<file path="src/rtl/multi_byte_add_sequencer.sv">
// rtl/multi_byte_add_sequencer.sv - multi-precision add/sub sequenced byte-serially over a pipelined 8-bit adder
// The adder captures A/B at the end of cycle k, takes Cin in k+1 and presents Sum/Cout in k+3.

module eight_bit_select_adder (
  input  logic       i_clk,
  input  logic       i_reset_n,
  input  logic [7:0] i_a,
  input  logic [7:0] i_b,
  input  logic       i_cin,
  output logic [7:0] o_sum,
  output logic       o_cout
);
  logic [7:0] r_a, r_b;
  logic [8:0] r_s2, r_s3;
  logic [4:0] w_lo;
  logic [4:0] w_hi0, w_hi1, w_hi;

  // Late-arriving Cin only ripples through the low nibble; the high nibble is pre-computed both ways.
  assign w_lo  = {1'b0, r_a[3:0]} + {1'b0, r_b[3:0]} + {4'b0, i_cin};
  assign w_hi0 = {1'b0, r_a[7:4]} + {1'b0, r_b[7:4]};
  assign w_hi1 = {1'b0, r_a[7:4]} + {1'b0, r_b[7:4]} + 5'd1;
  assign w_hi  = w_lo[4] ? w_hi1 : w_hi0;

  always_ff @(posedge i_clk or negedge i_reset_n) begin
    if (!i_reset_n) begin
      r_a  <= '0;
      r_b  <= '0;
      r_s2 <= '0;
      r_s3 <= '0;
    end else begin
      r_a  <= i_a;
      r_b  <= i_b;
      r_s2 <= {w_hi, w_lo[3:0]};
      r_s3 <= r_s2;
    end
  end

  assign o_sum  = r_s3[7:0];
  assign o_cout = r_s3[8];
endmodule

module multi_byte_add_sequencer #(
  parameter int NBYTES = 4
) (
  input  logic                clk,
  input  logic                reset_n,
  input  logic                req_valid,
  output logic                req_ready,
  input  logic [8*NBYTES-1:0] req_a,
  input  logic [8*NBYTES-1:0] req_b,
  input  logic                req_cin,
  input  logic                req_sub,
  output logic                rsp_valid,
  input  logic                rsp_ready,
  output logic [8*NBYTES-1:0] rsp_sum,
  output logic                rsp_cout,
  output logic                rsp_ovf
);
  localparam int W  = 8 * NBYTES;
  localparam int CW = $clog2(2 * NBYTES + 2);
  localparam logic [CW-1:0] LAST = CW'(2 * NBYTES + 1);

  typedef enum logic [1:0] {IDLE, RUN, DONE} state_t;

  state_t        r_state;
  logic [W-1:0]  r_a, r_b, r_sum;
  logic          r_cin0;
  logic [CW-1:0] r_cnt;
  logic          r_req_ready, r_rsp_valid, r_cout, r_ovf;

  logic [CW-2:0] w_rd_idx, w_wr_idx;
  logic [7:0]    w_add_a, w_add_b, w_add_sum;
  logic          w_add_cin, w_add_cout, w_drive, w_cap;

  assign w_rd_idx = r_cnt[CW-1:1];
  assign w_wr_idx = r_cnt[CW-1:1] - 1'b1;
  assign w_drive  = (r_state == RUN) && !r_cnt[0];
  assign w_cap    = (r_state == RUN) && r_cnt[0] && (r_cnt >= CW'(3));

  always_comb begin
    w_add_a = '0;
    w_add_b = '0;
    for (int i = 0; i < NBYTES; i++) begin
      if (w_drive && w_rd_idx == (CW-1)'(i)) begin
        w_add_a = r_a[i*8 +: 8];
        w_add_b = r_b[i*8 +: 8];
      end
    end
  end

  // Chain only carries that belong to a real byte: c1 takes cin0, c3..c(2N-1) take the previous byte's Cout.
  always_comb begin
    w_add_cin = 1'b0;
    if (r_state == RUN) begin
      if (r_cnt == CW'(1))
        w_add_cin = r_cin0;
      else if (r_cnt[0] && r_cnt >= CW'(3) && r_cnt <= LAST - CW'(2))
        w_add_cin = w_add_cout;
    end
  end

  eight_bit_select_adder u_adder (
    .i_clk     (clk),
    .i_reset_n (reset_n),
    .i_a       (w_add_a),
    .i_b       (w_add_b),
    .i_cin     (w_add_cin),
    .o_sum     (w_add_sum),
    .o_cout    (w_add_cout)
  );

  always_ff @(posedge clk or negedge reset_n) begin
    if (!reset_n) begin
      r_state     <= IDLE;
      r_a         <= '0;
      r_b         <= '0;
      r_sum       <= '0;
      r_cin0      <= 1'b0;
      r_cnt       <= '0;
      r_req_ready <= 1'b1;
      r_rsp_valid <= 1'b0;
      r_cout      <= 1'b0;
      r_ovf       <= 1'b0;
    end else begin
      case (r_state)
        IDLE: begin
          if (req_valid) begin
            r_a         <= req_a;
            r_b         <= req_sub ? ~req_b : req_b;
            r_cin0      <= req_sub ? 1'b1 : req_cin;
            r_cnt       <= '0;
            r_req_ready <= 1'b0;
            r_state     <= RUN;
          end
        end
        RUN: begin
          r_cnt <= r_cnt + 1'b1;
          for (int i = 0; i < NBYTES; i++) begin
            if (w_cap && w_wr_idx == (CW-1)'(i))
              r_sum[i*8 +: 8] <= w_add_sum;
          end
          if (r_cnt == LAST) begin
            r_cout      <= w_add_cout;
            r_ovf       <= (r_a[W-1] == r_b[W-1]) && (w_add_sum[7] != r_a[W-1]);
            r_rsp_valid <= 1'b1;
            r_state     <= DONE;
          end
        end
        DONE: begin
          if (rsp_ready) begin
            r_rsp_valid <= 1'b0;
            r_req_ready <= 1'b1;
            r_state     <= IDLE;
          end
        end
        default: r_state <= IDLE;
      endcase
    end
  end

  assign req_ready = r_req_ready;
  assign rsp_valid = r_rsp_valid;
  assign rsp_sum   = r_sum;
  assign rsp_cout  = r_cout;
  assign rsp_ovf   = r_ovf;
endmodule

</file>
<file path="config.mk">
export PLATFORM = sky130hd
export DESIGN_NAME = multi_byte_add_sequencer
export DESIGN_NICKNAME = d
export VERILOG_FILES = /design/src/rtl/multi_byte_add_sequencer.sv
export SDC_FILE = /design/constraint.sdc
export NUM_CORES = 1
export LEC_CHECK = 0
export ABC_AREA = 1
export BUFFER_PORTS_ARGS = -buffer_cell sky130_fd_sc_hd__clkbuf_2
export CAP_MARGIN = 40
export CORE_ASPECT_RATIO = 0.9
export CORE_MARGIN = 1
export CORE_UTILIZATION = 50
export DETAILED_ROUTE_END_ITERATION = 7
export GPL_ROUTABILITY_DRIVEN = 0
export PLACE_DENSITY = 0.72
export SYNTH_ARGS = -nofsm -noshare
export SYNTH_HDL_FRONTEND = slang
export SYNTH_SLANG_ARGS = --single-unit
</file>
<file path="constraint.sdc">
create_clock -name clk -period 3.4 [get_ports clk]
set_clock_uncertainty 0.1 [all_clocks]
set_input_delay 0.51 -clock clk [delete_from_list [all_inputs] [get_ports clk]]
set_output_delay 0.51 -clock clk [all_outputs]
set_load 0.01 [all_outputs]
</file>
# Word level (Yosys, flattened, before mapping)
# Index checks and enable logic that the tools add are counted.
# totals
input_bits,70
mem_count,0
output_inout_bits,36
romBits,0
word_cells,98
ramBits,0
latch_bits,0
regBits,141
# classes
n_addsub,6
n_bitwise,1
shift,0
muxes,26
n_eq_ne,15
div,0
n_lt_le_gt_ge,2
reduce_logical,31
n_mul,0
# ops
cell,n
two-way mux 8 bit,8
two-way mux 32 bit,1
inverter 32 bit,1
logical AND 1 bit,14
AND reduction 2 bit,7
"== test 3 x 2 -> 1 bit, second input constant",4
adder 4 x 4 -> 5 bit,2
AND reduction 3 bit,3
two-way mux 1 bit,8
one-hot mux 4 bit (2 select lines),1
"== test 3 x 1 -> 1 bit, second input constant",2
logical NOT 3 bit,2
two-way mux 2 bit,3
one-hot mux 2 bit (3 select lines),1
nonzero test 2 bit,3
adder 5 x 1 -> 5 bit,1
"adder 5 x 1 -> 5 bit, second input constant",1
two-way mux 5 bit,1
"adder 4 x 1 -> 4 bit, second input constant",1
"== test 4 x 1 -> 1 bit, second input constant",1
"== test 4 bit, second input constant",1
"greater-or-equal comparator 4 x 2 -> 1 bit, second input constant",1
"<= comparator 4 x 3 -> 1 bit, second input constant",1
two-way mux 4 bit,1
10 further kinds,12

# Depth between registers and ports, before layout
# Gate-level depths: netlist of run 1.
# depth
ltp_word,8
depth_mapped,14
depth_no_buf,14

# Cells and area by module
# A second synthesis of run 1 with hierarchy kept.
# unflattened
hier_cells,647
area_unflattened_um2,6154.7
# modules_own_cells
mod,n_inst,cells_per_inst,seq_area_each_um2,area_each_um2
multi_byte_add_sequencer,1,550,2678.8,4889.7
eight_bit_select_adder,1,97,850.8,1265.0

# Worst setup path before layout of run 1
# No wires, ideal clock.
# synth_timing
kind,flip-flop to flip-flop
startpoint,register r_cnt[1]
endpoint,register u_adder.r_s2[8]
slack_ps,783
n_path_buf,0
required_ps,3184
path_stages_with_launch,14
setup_ps,116
period_less_slack_ps,2617
arrival_ps,2401
cell_sequence,dfrtp_1 > inv_2 > ha_1 > nand2_1 > o21ai_0 > a21oi_1 > fa_1 > fa_1 > nand3_1 > nand3_1 > nand2_1 > nor2_1 > nand3_1 > nand2_1
# synth_between
elab_chain_len,8
elab_cells_between_ends,10
cone_classes,1 x add/sub; 2 x order compare; 1 x eq/ne; 4 x mux; 2 x reduce/logical
# synth_rtl
element,line_no,rtl
from (decl),68,logic [CW-1:0] r_cnt;
from (signal assigned),137,r_cnt <= r_cnt + 1'b1;
greater-or-equal comparator 4 x 2 -> 1 bit,97,else if (r_cnt[0] && r_cnt >= CW'(3) && r_cnt <= LAST - CW'(2))
logical AND 1 bit (2 in series),97,
two-way mux 1 bit,97,
two-way mux 1 bit (*),95,if (r_cnt == CW'(1))
two-way mux 1 bit (*),94,if (r_state == RUN) begin
adder 5 x 1 -> 5 bit (*),19,"assign w_lo = {1'b0, r_a[3:0]} + {1'b0, r_b[3:0]} + {4'b0, i_cin};"
two-way mux 5 bit (*),22,assign w_hi = w_lo[4] ? w_hi1 : w_hi0;
net u_adder.w_hi[4],16,"logic [4:0] w_hi0, w_hi1, w_hi;"
to (signal assigned),33,"r_s2 <= {w_hi, w_lo[3:0]};"
to (decl),14,"logic [8:0] r_s2, r_s3;"
# Mark *: on every way through the listed nets, which the timed path passes. The rest lies on a longest branch.
# A chain may end at the register's enable or synchronous reset.

# Worst setup path in the final report of run 1
# Same ends and word-level chain as after synthesis.

==> run metrics, run 1 <==
run status=completed; WP data required=approximately 3.6 ns; worst-skew pair later-pin latency=about 0.42 ns; Post-CTS Setup Inserts=0; Final Cycle Share=84.7%; crit-path max FO=6; setup repair after global routing missed its margin=false; total global routing overflow=0; R2R Setup Slk=0.52 ns; register area=between 3000 and 4000 um^2; Synth Cell Area=~6300 um^2; M2 GR Usage=36.8%; Critical Path AT=between 3 and 4 ns; Startpoint Class=register; Yosys Warn Count=0; HP Class=primary input to async pin; area of the multi-input gates=roughly 2400 um^2; Cell Chain, Critical Path=inv_2 > ha_1 > nand2_1 > o21ai_0 > a21oi_1 > fa_1 > fa_1 > nand3_1 > nand3_1 > nand2_1 > nor2_1 > nand3_1 > nand2_1; asr flop ratio synth=100%; Power Density=about 900 nW/um^2; largest net degree at the start of global routing=76; Vias/cell=between 5 and 6; fin nets=826; count of final hold-check violations=0; via count=about 4700; CP top delay family=adder cells; clock buffer depth=2; R2R Path End=u_adder.r_s2[8]$_DFF_PN0_; Starting Density=between 50% and 60%; Initial DRC Count=251; Hold Buf Count CTS=0; slew margin rel.=between 30% and 40%; number of buffers and inverters on the critical path=1; Setup TNS=0 ns; wire length per cell=14.7 um; Post-Route WL=between 10000 and 15000 um; Seq/Total Area, Yosys=roughly 56%; max incr delay on CP=between 0.5 and 0.6 ns; Syn Nets=725; initial antenna violation count=0; TritonCTS Buffers=17; area leader, netlist=dfrtp_1; Core ar.=about 12000 um^2; row cnt=38; placed wire-length estimate=just over 9000 um; most common cell in the netlist=nand2_1; final setup fails=0; worst vdd ir=0.000375 V; post-route ant nets=0; PostCTS Resize Cnt=0; EDFF count, synth=0; met3 Use GR=around 5.8%; fin util=between 60% and 70%; Synth top area share=56.0%; Slew Limit Fails=0; number of global-route vias before repair=4676; first-pass GRT wire length=around 23000 um; CTS tree=yes; die width=~120 um; FF-to-FF Start=r_cnt[1]$_DFFE_PN0P_; clock sink count=around 140; die area=between 10000 and 15000 um^2; flops & latches, synth=approximately 140; most used flip-flop cell after synthesis=dfrtp_1; top post-synthesis cells by count=nand2_1 (219), dfrtp_1 (140), nand3_1 (50); layout cell share with drive strength beyond 1=roughly a quarter; Crit. End Element=register; layer with the highest usage=met2; met1 usage=between 20% and 30%; number of antenna diodes=0; Fmax achieved=between 0.3 and 0.4 GHz; Layout area overhead=19.8%; leading cell types by total area after synthesis=dfrtp_1 (56%), nand2_1 (13%), xnor2_1 (4.5%); Mean Syn Cell Area=just under 10 um^2; Worst-Margin Slew=roughly 0.9 ns; Fillers=1031; I/O pin count=106; P_leak=~3.8 nW; Root Buffer Master=clkbuf_16; Reg2Reg Depth=13; Slowest-stage cell, CP=dfrtp_1; DRC viols=0; post-synthesis cell type count=30; first drt pass iteration count=5; port bufs=about 110; Max H-tree Level=4; MaxCap Viol Count=0; Syn Inst Count=642; min cycle time layout=between 2 and 3 ns; GRT Util Overall=about 23%; chip height=approximately 110 um; CTS clk-pin slew, worst paths=0.06 ns; Worst Path Class, Setup=register to register; Tot Pwr=~6.8 mW
==> cells in the final DEF (no fill, tap or decap), drive strengths merged, types with 7 or more instances in the layout <==
cell type and count:
xnor2 32, o21ai 70, nand2 229, dfrtp 140, nor2 15, buf 7, nand4 18, inv 29
ha 10, clkbuf 124, nand3 50
==> registers in the layout, indices dropped and copies added (netlist names) <==
signal        count
r_b              32
rsp_ovf           1
rsp_valid         1
r_a              32
r_cnt             4
u_adder.r_s2      9
u_adder.r_b       8
rsp_sum          32
req_ready         1
r_state           2
u_adder.r_s3      9
u_adder.r_a       8
r_cin0            1
rsp_cout          1
==> worst max path at each step <==
stage,from,endpoint,depth (start not counted)
global route,r_cnt[1]$_DFFE_PN0P_,u_adder.r_s2[8]$_DFF_PN0_,13
detailed placement,r_cnt[1]$_DFFE_PN0P_,u_adder.r_s2[8]$_DFF_PN0_,13
global placement,r_cnt[1]$_DFFE_PN0P_,u_adder.r_s2[8]$_DFF_PN0_,13
floorplan,r_cnt[1]$_DFFE_PN0P_,u_adder.r_s2[8]$_DFF_PN0_,13
CTS,r_cnt[1]$_DFFE_PN0P_,u_adder.r_s2[8]$_DFF_PN0_,13
finish,r_cnt[1]$_DFFE_PN0P_,u_adder.r_s2[8]$_DFF_PN0_,13
==> through the flow <==
| stage | std cells | worst slack (ns) | hold WS (ns) | area, um^2 |
|---|---|---|---|---|
| 2_1_floorplan | 642 | 0.783 | 0.114 | 6260 |
| 3_3_place_gp | 882 | 0.665 | 0.234 | 6830 |
| 3_5_place_dp | 884 | 0.559 | 0.235 | 6880 |
| 4_1_cts | 916 | 0.514 | 0.0246 | 7500 |
| 5_1_grt | 916 | 0.293 | 0.0617 | 7500 |
| 6_report | 916 | 0.521 | 0.00337 | 7500 |
==> logic make-up (layout without fill, tap and decap cells) <==
family | after synthesis | in the layout | share of synthesized area [%]
adder cells (fa/ha/maj) | 13 | 13 | 2.96
flip-flops | 141 | 141 | 56.4
AO/OA/AOI/OAI | 78 | 78 | 7.72
XOR/XNOR | 36 | 36 | 5.04
buffers and inverters | 58 | 172 | 4.84
AND/OR/NAND/NOR | 316 | 316 | 23.1
==> area by class of cell <==
cell class	count	share of cell area, %
flip-flops and latches	141	47.1
clock inverters	12	2.25
clock buffers	20	5.96
repair buffers	111	8.22
inverters	29	1.45
multi-input cells	443	32.4
well taps	160	2.67
==> report_power, final <==
group | internal (mW) | leakage [nW] | total [mW] | switching [mW]
Clock | 1.24 | 0.300 | 1.92 | 0.676
Combinational | 0.720 | 1.70 | 2.06 | 1.34
Sequential | 2.37 | 1.81 | 2.81 | 0.439
==> layer usage <==
layer	wire length, um	vias up
met5	0	-
met4	301	0
met3	773	23
met2	6520	159
met1	5910	2244
li1	-	2290
Note: power is estimated with default switching activity, not from simulation.
==> run 2: changes to the inputs <==
- PLACE_DENSITY: 0.72 -> 0.75
- clock period: 3.4 -> 2.5 ns (I/O delays scaled with it)
==> run 2 against run 1 <==
Critical endpoint unchanged. Largest cell class unchanged. Highest routed layer unchanged. Utilization grew 0.55 points. Register-to-register slack lost 0.43 ns. Hold slack gained 0.051 ns.
==> run metrics, run 2 (synthesis results as in run 1) <==
run status=completed; placed wire-length estimate=approximately 9400 um; Starting Density=approximately half; via count=4763; post-route cell area=about 7600 um^2; slew margin rel.=approximately three fifths; CP top delay family=adder cells; setup ws final=approximately 0.095 ns; Slowest-stage cell, CP=dfrtp_1; die area=13000 um^2; final setup fails=0; Initial DRC Count=284; clock sink count=141; worst setup path endpoint=u_adder.r_s2[8]$_DFF_PN0_; worst hold margin=approximately 0.054 ns; max incr delay on CP=0.42 ns; most frequent cells in the layout=nand2_1 (216), dfrtp_1 (139), clkbuf_2 (104); fin nets=around 840; row cnt=38; Tot Pwr=roughly 9 mW; Root Buffer Master=clkbuf_16; chip height=approximately 110 um; Vias/cell=5.13; placed inst area=just under 7000 um^2; Critical Path AT=roughly 2.6 ns; Power Density=between 1000 and 1500 nW/um^2; Post-Route WL=13600 um; register area=between 3000 and 4000 um^2; WP data required=about 2.7 ns; Max H-tree Level=4; Crit. End Element=register; MaxCap Viol Count=0; most common cell after layout, fill and taps aside=nand2_1; crit-path max FO=6; Worst-Margin Slew=0.610 ns; I/O pin count=106; Layout area overhead=20.9%; fin util=a little over three fifths; CTS clk-pin slew, worst paths=about 0.06 ns; Startpoint Class=register; TritonCTS Buffers=17; post-route ant nets=0; Fillers=1000; dpl ws=-0.0390 ns; number of global-route vias before repair=~4800; GRT Util Overall=approximately 23%; largest net degree at the start of global routing=60; DRC viols=0; Placed Cells=around 890; number of buffers and inverters on the critical path=1; wire length per cell=roughly 15 um; Final Non-Filler Cells=a little over 900; R2R Setup Slk=0.1 ns; die width=between 100 and 150 um; Core ar.=around 12000 um^2; Cell Chain, Critical Path=ha_2 > inv_2 > nand2_2 > nand4_1 > a21oi_2 > fa_2 > fa_2 > nand3_2 > nand3_4 > nand2_2 > nor2_1 > nand3_1 > nand2_1; worst vdd ir=0.000505 V; clock buffer depth=2; P_leak=roughly 3.8 nW; first-pass GRT wire length=23000 um; layout cell share with drive strength beyond 1=between 20% and 30%; CTS tree=yes; Setup TNS=0 ns; worst-skew pair later-pin latency=about 0.42 ns; HP Class=primary input to register; Fmax achieved=roughly 0.42 GHz; FF-to-FF Start=r_cnt[0]$_DFFE_PN0P_; total global routing overflow=0; min cycle time layout=2.40 ns; port bufs=around 110; Worst Path Class, Setup=register to register; area of the multi-input gates=~2500 um^2; Slew Limit Fails=0; Final Cycle Share=a little under 100%; Reg2Reg Depth=13; critical path launch point=r_cnt[0]$_DFFE_PN0P_; number of antenna diodes=0; count of final hold-check violations=0; WP depth=13; first drt pass iteration count=5; initial antenna violation count=0; R2R Path End=u_adder.r_s2[8]$_DFF_PN0_
==> run 2: worst min-delay path by stage <==
stage | end | slack [ns] | cells after the start | start
3_3_place_gp | u_adder.r_s3[7]$_DFF_PN0_ | 0.23 | 0 | u_adder.r_s2[7]$_DFF_PN0_
4_1_cts | r_a[1]$_DFFE_PN0P_ | 0.04 | 3 | req_a[1]
6_report | r_a[1]$_DFFE_PN0P_ | 0.05 | 3 | req_a[1]
2_1_floorplan | r_a[0]$_DFFE_PN0P_ | -0.02 | 0 | reset_n
5_1_grt | r_a[16]$_DFFE_PN0P_ | 0.05 | 3 | req_a[16]
3_5_place_dp | u_adder.r_s3[7]$_DFF_PN0_ | 0.23 | 0 | u_adder.r_s2[7]$_DFF_PN0_
==> run 2: repair_timing <==
item,in CTS,in global routing
hold buffers,1,0
endpoints found under the setup margin,2,5
setup buffers,1,0
resized for setup,2,11
pin swaps,0,4
gates cloned,0,0
hold endpoints to repair,55,0
==> run 2: report_power, final <==
part	internal [mW]	leakage (nW)	switching (mW)
logic	1.06	1.76	1.91
clock network	1.48	0.275	0.922
registers	3.23	1.81	0.556
==> run 2: tightest hold or removal path, stage by stage <==
cell and delay [ns]:
clkbuf_2 0.08, nand2_1 0.04, nand2_1 0.04
==> run 2: metal layers <==
metal	vias up	GRT usage, %	part of all wire, %
met2	175	36.7	48
met5	-	0	0
met3	22	5.91	5.4
met4	0	10.6	1.8
met1	2257	29.6	45
li1	2309	-	-
==> run 2: cell type report <==
| type | count | area share [%] |
|---|---|---|
| Tap cell | 160 | 2.65 |
| Clock inverter | 12 | 1.60 |
| Timing Repair Buffer | 123 | 9.01 |
| Inverter | 29 | 1.47 |
| Multi-Input combinational cell | 443 | 32.7 |
| Clock buffer | 20 | 5.90 |
| Sequential cell | 141 | 46.7 |
==> run 3: changes to the inputs <==
- SYNTH_HIERARCHICAL: unset -> 1
==> run 3 against run 2 <==
Synthesized cell count rose by 0.78%. Clock power rose by 18%. Flip-flop and latch count did not move. Hold slack got worse by 0.0056 ns. Register-to-register slack got worse by 0.07 ns. Via count rose by 2.3%. Sequential share of layout area fell by 0.73 points. Non-clock buffer count rose by 9. Final cell count rose by 1.1%. First-iteration DRC count rose by 6.0%. Sequential power barely moved. Largest cell class unchanged.
==> run metrics, run 3 <==
DRC viols=0; Core ar.=12000 um^2; CTS tree=yes; fin util=a little under two thirds; P_leak=roughly 3.9 nW; slew margin rel.=about 60%; Final Cycle Share=between 90 and 100%; Syn Inst Count=647; fin nets=approximately 850; setup repair after global routing missed its margin=true; most common cell after layout, fill and taps aside=nand2_1; die area=about 13000 um^2; Hold Crit Depth=3; total global routing overflow=0; Initial DRC Count=around 300; placed inst area=~7000 um^2; most common cell in the netlist=nand2_1; TritonCTS Buffers=17; FF-to-FF Start=r_cnt[1]$_DFFE_PN0P_; run status=completed; Startpoint Class=register; Fmax achieved=around 0.40 GHz; clock sink count=between 100 and 150; Reg2Reg Depth=15; R2R Setup Slk=0.02 ns; Root Buffer Master=clkbuf_16; Seq/Total Area, Yosys=a little under three fifths; die width=between 100 and 150 um; Vias/cell=between 5 and 6; I/O pin count=106; count of final hold-check violations=0; Cell Chain, Critical Path=inv_2 > ha_4 > nand2_4 > nand3_2 > o22ai_2 > inv_2 > fa_2 > fa_2 > inv_2 > nand3_2 > nand2_2 > buf_4 > nand2_1 > nand2_1 > nand2_1; most used flip-flop cell after synthesis=dfrtp_1; Yosys Warn Count=6; number of global-route vias before repair=~4800; Mean Syn Cell Area=9.51 um^2; most frequent cells in the layout=nand2_1 (193), dfrtp_1 (139), clkbuf_2 (104); asr flop ratio synth=100%; Setup TNS=0 ns; post-synthesis cell type count=31; leading cell types by total area after synthesis=dfrtp_1 (57%), nand2_1 (12%), nand3_1 (5.9%); CTS clk-pin slew, worst paths=around 0.06 ns; GRT Util Overall=23.3%; Worst-Margin Slew=0.602 ns; worst hold margin=0.0485 ns; initial antenna violation count=0; Synth top area share=56.9%; Slew Limit Fails=0; top post-synthesis cells by count=nand2_1 (196), dfrtp_1 (140), nand3_1 (73); number of antenna diodes=0; hold endpoint=r_a[18]$_DFFE_PN0P_; WP data required=2.71 ns; chip height=approximately 110 um; R2R Path End=u_adder/r_s2[7]$_DFF_PN0_; Tot Pwr=9.84 mW; MaxCap Viol Count=0; worst hold start=req_a[18]; Post-Route WL=around 14000 um; HP Class=primary input to register; Layout area overhead=24.9%; flops & latches, synth=approximately 140; Starting Density=approximately half; Syn Nets=730; Synth Cell Area=slightly above 6000 um^2; clock buffer depth=2; max incr delay on CP=about 0.4 ns; first-pass GRT wire length=22600 um; Worst Path Class, Setup=register to register; Crit. End Element=register; post-route ant nets=0; port bufs=105; Max H-tree Level=4; wire length per cell=around 15 um; area leader, netlist=dfrtp_1; post-route cell area=7690 um^2; Power Density=roughly 1300 nW/um^2; placed wire-length estimate=9390 um; worst vdd ir=roughly 0.00076 V; Critical Path AT=~2.7 ns; final setup fails=0; crit-path max FO=5; via count=about 5000; worst-skew pair later-pin latency=~0.42 ns; largest net degree at the start of global routing=66; Slowest-stage cell, CP=dfrtp_1; first drt pass iteration count=5; min cycle time layout=between 2 and 2.5 ns; EDFF count, synth=0; row cnt=38; layout cell share with drive strength beyond 1=between 20 and 30%
-- run 3: layout make-up --
class	count	area (um^2)
tap	160	200
clock inverter	13	238
multi-input combinational	437	2390
fill	959	4340
clock buffer	19	433
timing repair buffer	132	762
sequential	141	3530
inverter	36	135
-- run 3: worst max-delay path by stage --
stage                               startpoint                        end  slack [ns]
after detailed placement  r_cnt[2]$_DFFE_PN0P_  u_adder/r_s2[8]$_DFF_PN0_       -0.03
after global placement    r_cnt[0]$_DFFE_PN0P_  u_adder/r_s2[8]$_DFF_PN0_        0.07
after global routing      r_cnt[1]$_DFFE_PN0P_  u_adder/r_s2[8]$_DFF_PN0_       -0.07
after CTS                 r_cnt[0]$_DFFE_PN0P_  u_adder/r_s2[7]$_DFF_PN0_        0.02
after floorplan           r_cnt[1]$_DFFE_PN0P_  u_adder/r_s2[8]$_DFF_PN0_        0.02
final                     r_cnt[1]$_DFFE_PN0P_  u_adder/r_s2[7]$_DFF_PN0_        0.02
-- run 3: routing by layer --
| metal | track usage, % | vias up | part of all wire, % |
|---|---|---|---|
| met5 | 0 | - | 0 |
| met4 | 12.7 | 0 | 2.7 |
| met3 | 4.98 | 33 | 4.8 |
| met2 | 37.7 | 164 | 48 |
| met1 | 29.4 | 2328 | 44 |
| li1 | - | 2347 | - |
-- run 3: cell families after synthesis --
group	Yosys count	share of synthesized area [%]
xor gates and xnor gates	38	5.53
adders and majority gates	13	3.01
and+or+nand+nor	306	21.9
DFF	141	57.3
AOI/OAI and AO/OA	80	7.14
buffers and inverters	69	5.06
-- run 3: timing repair --
item                                    in CTS  in global routing
resized for setup                            2                 13
hold endpoints to repair                    43                  0
endpoints found under the setup margin       2                  5
pin swaps                                    0                  4
setup buffers                                0                  3
hold buffers                                 1                  0
-- run 3: metrics by stage --
| stage | instances | setup slack [ns] |
|---|---|---|
| CTS | 935 | 0.0177 |
| global placement | 902 | 0.0737 |
| global route | 938 | -0.0694 |
| detailed placement | 902 | -0.0329 |
| finish | 938 | 0.0241 |
| floorplan | 647 | 0.0175 |
-- run 3: critical path, delay by kind of cell, from the launching register on --
family                   cells  cell delay [ns]
AO/OA/AOI/OAI                1             0.15
adder cells (fa/ha/maj)      3             0.95
buffers and inverters        4             0.33
flip-flops                   1             0.40
AND/OR/NAND/NOR              7             0.44
-- run 3: report_power, final --
group | switching [mW] | internal (mW)
logic | 2.02 | 1.21
clock network | 0.954 | 1.88
registers | 0.536 | 3.25
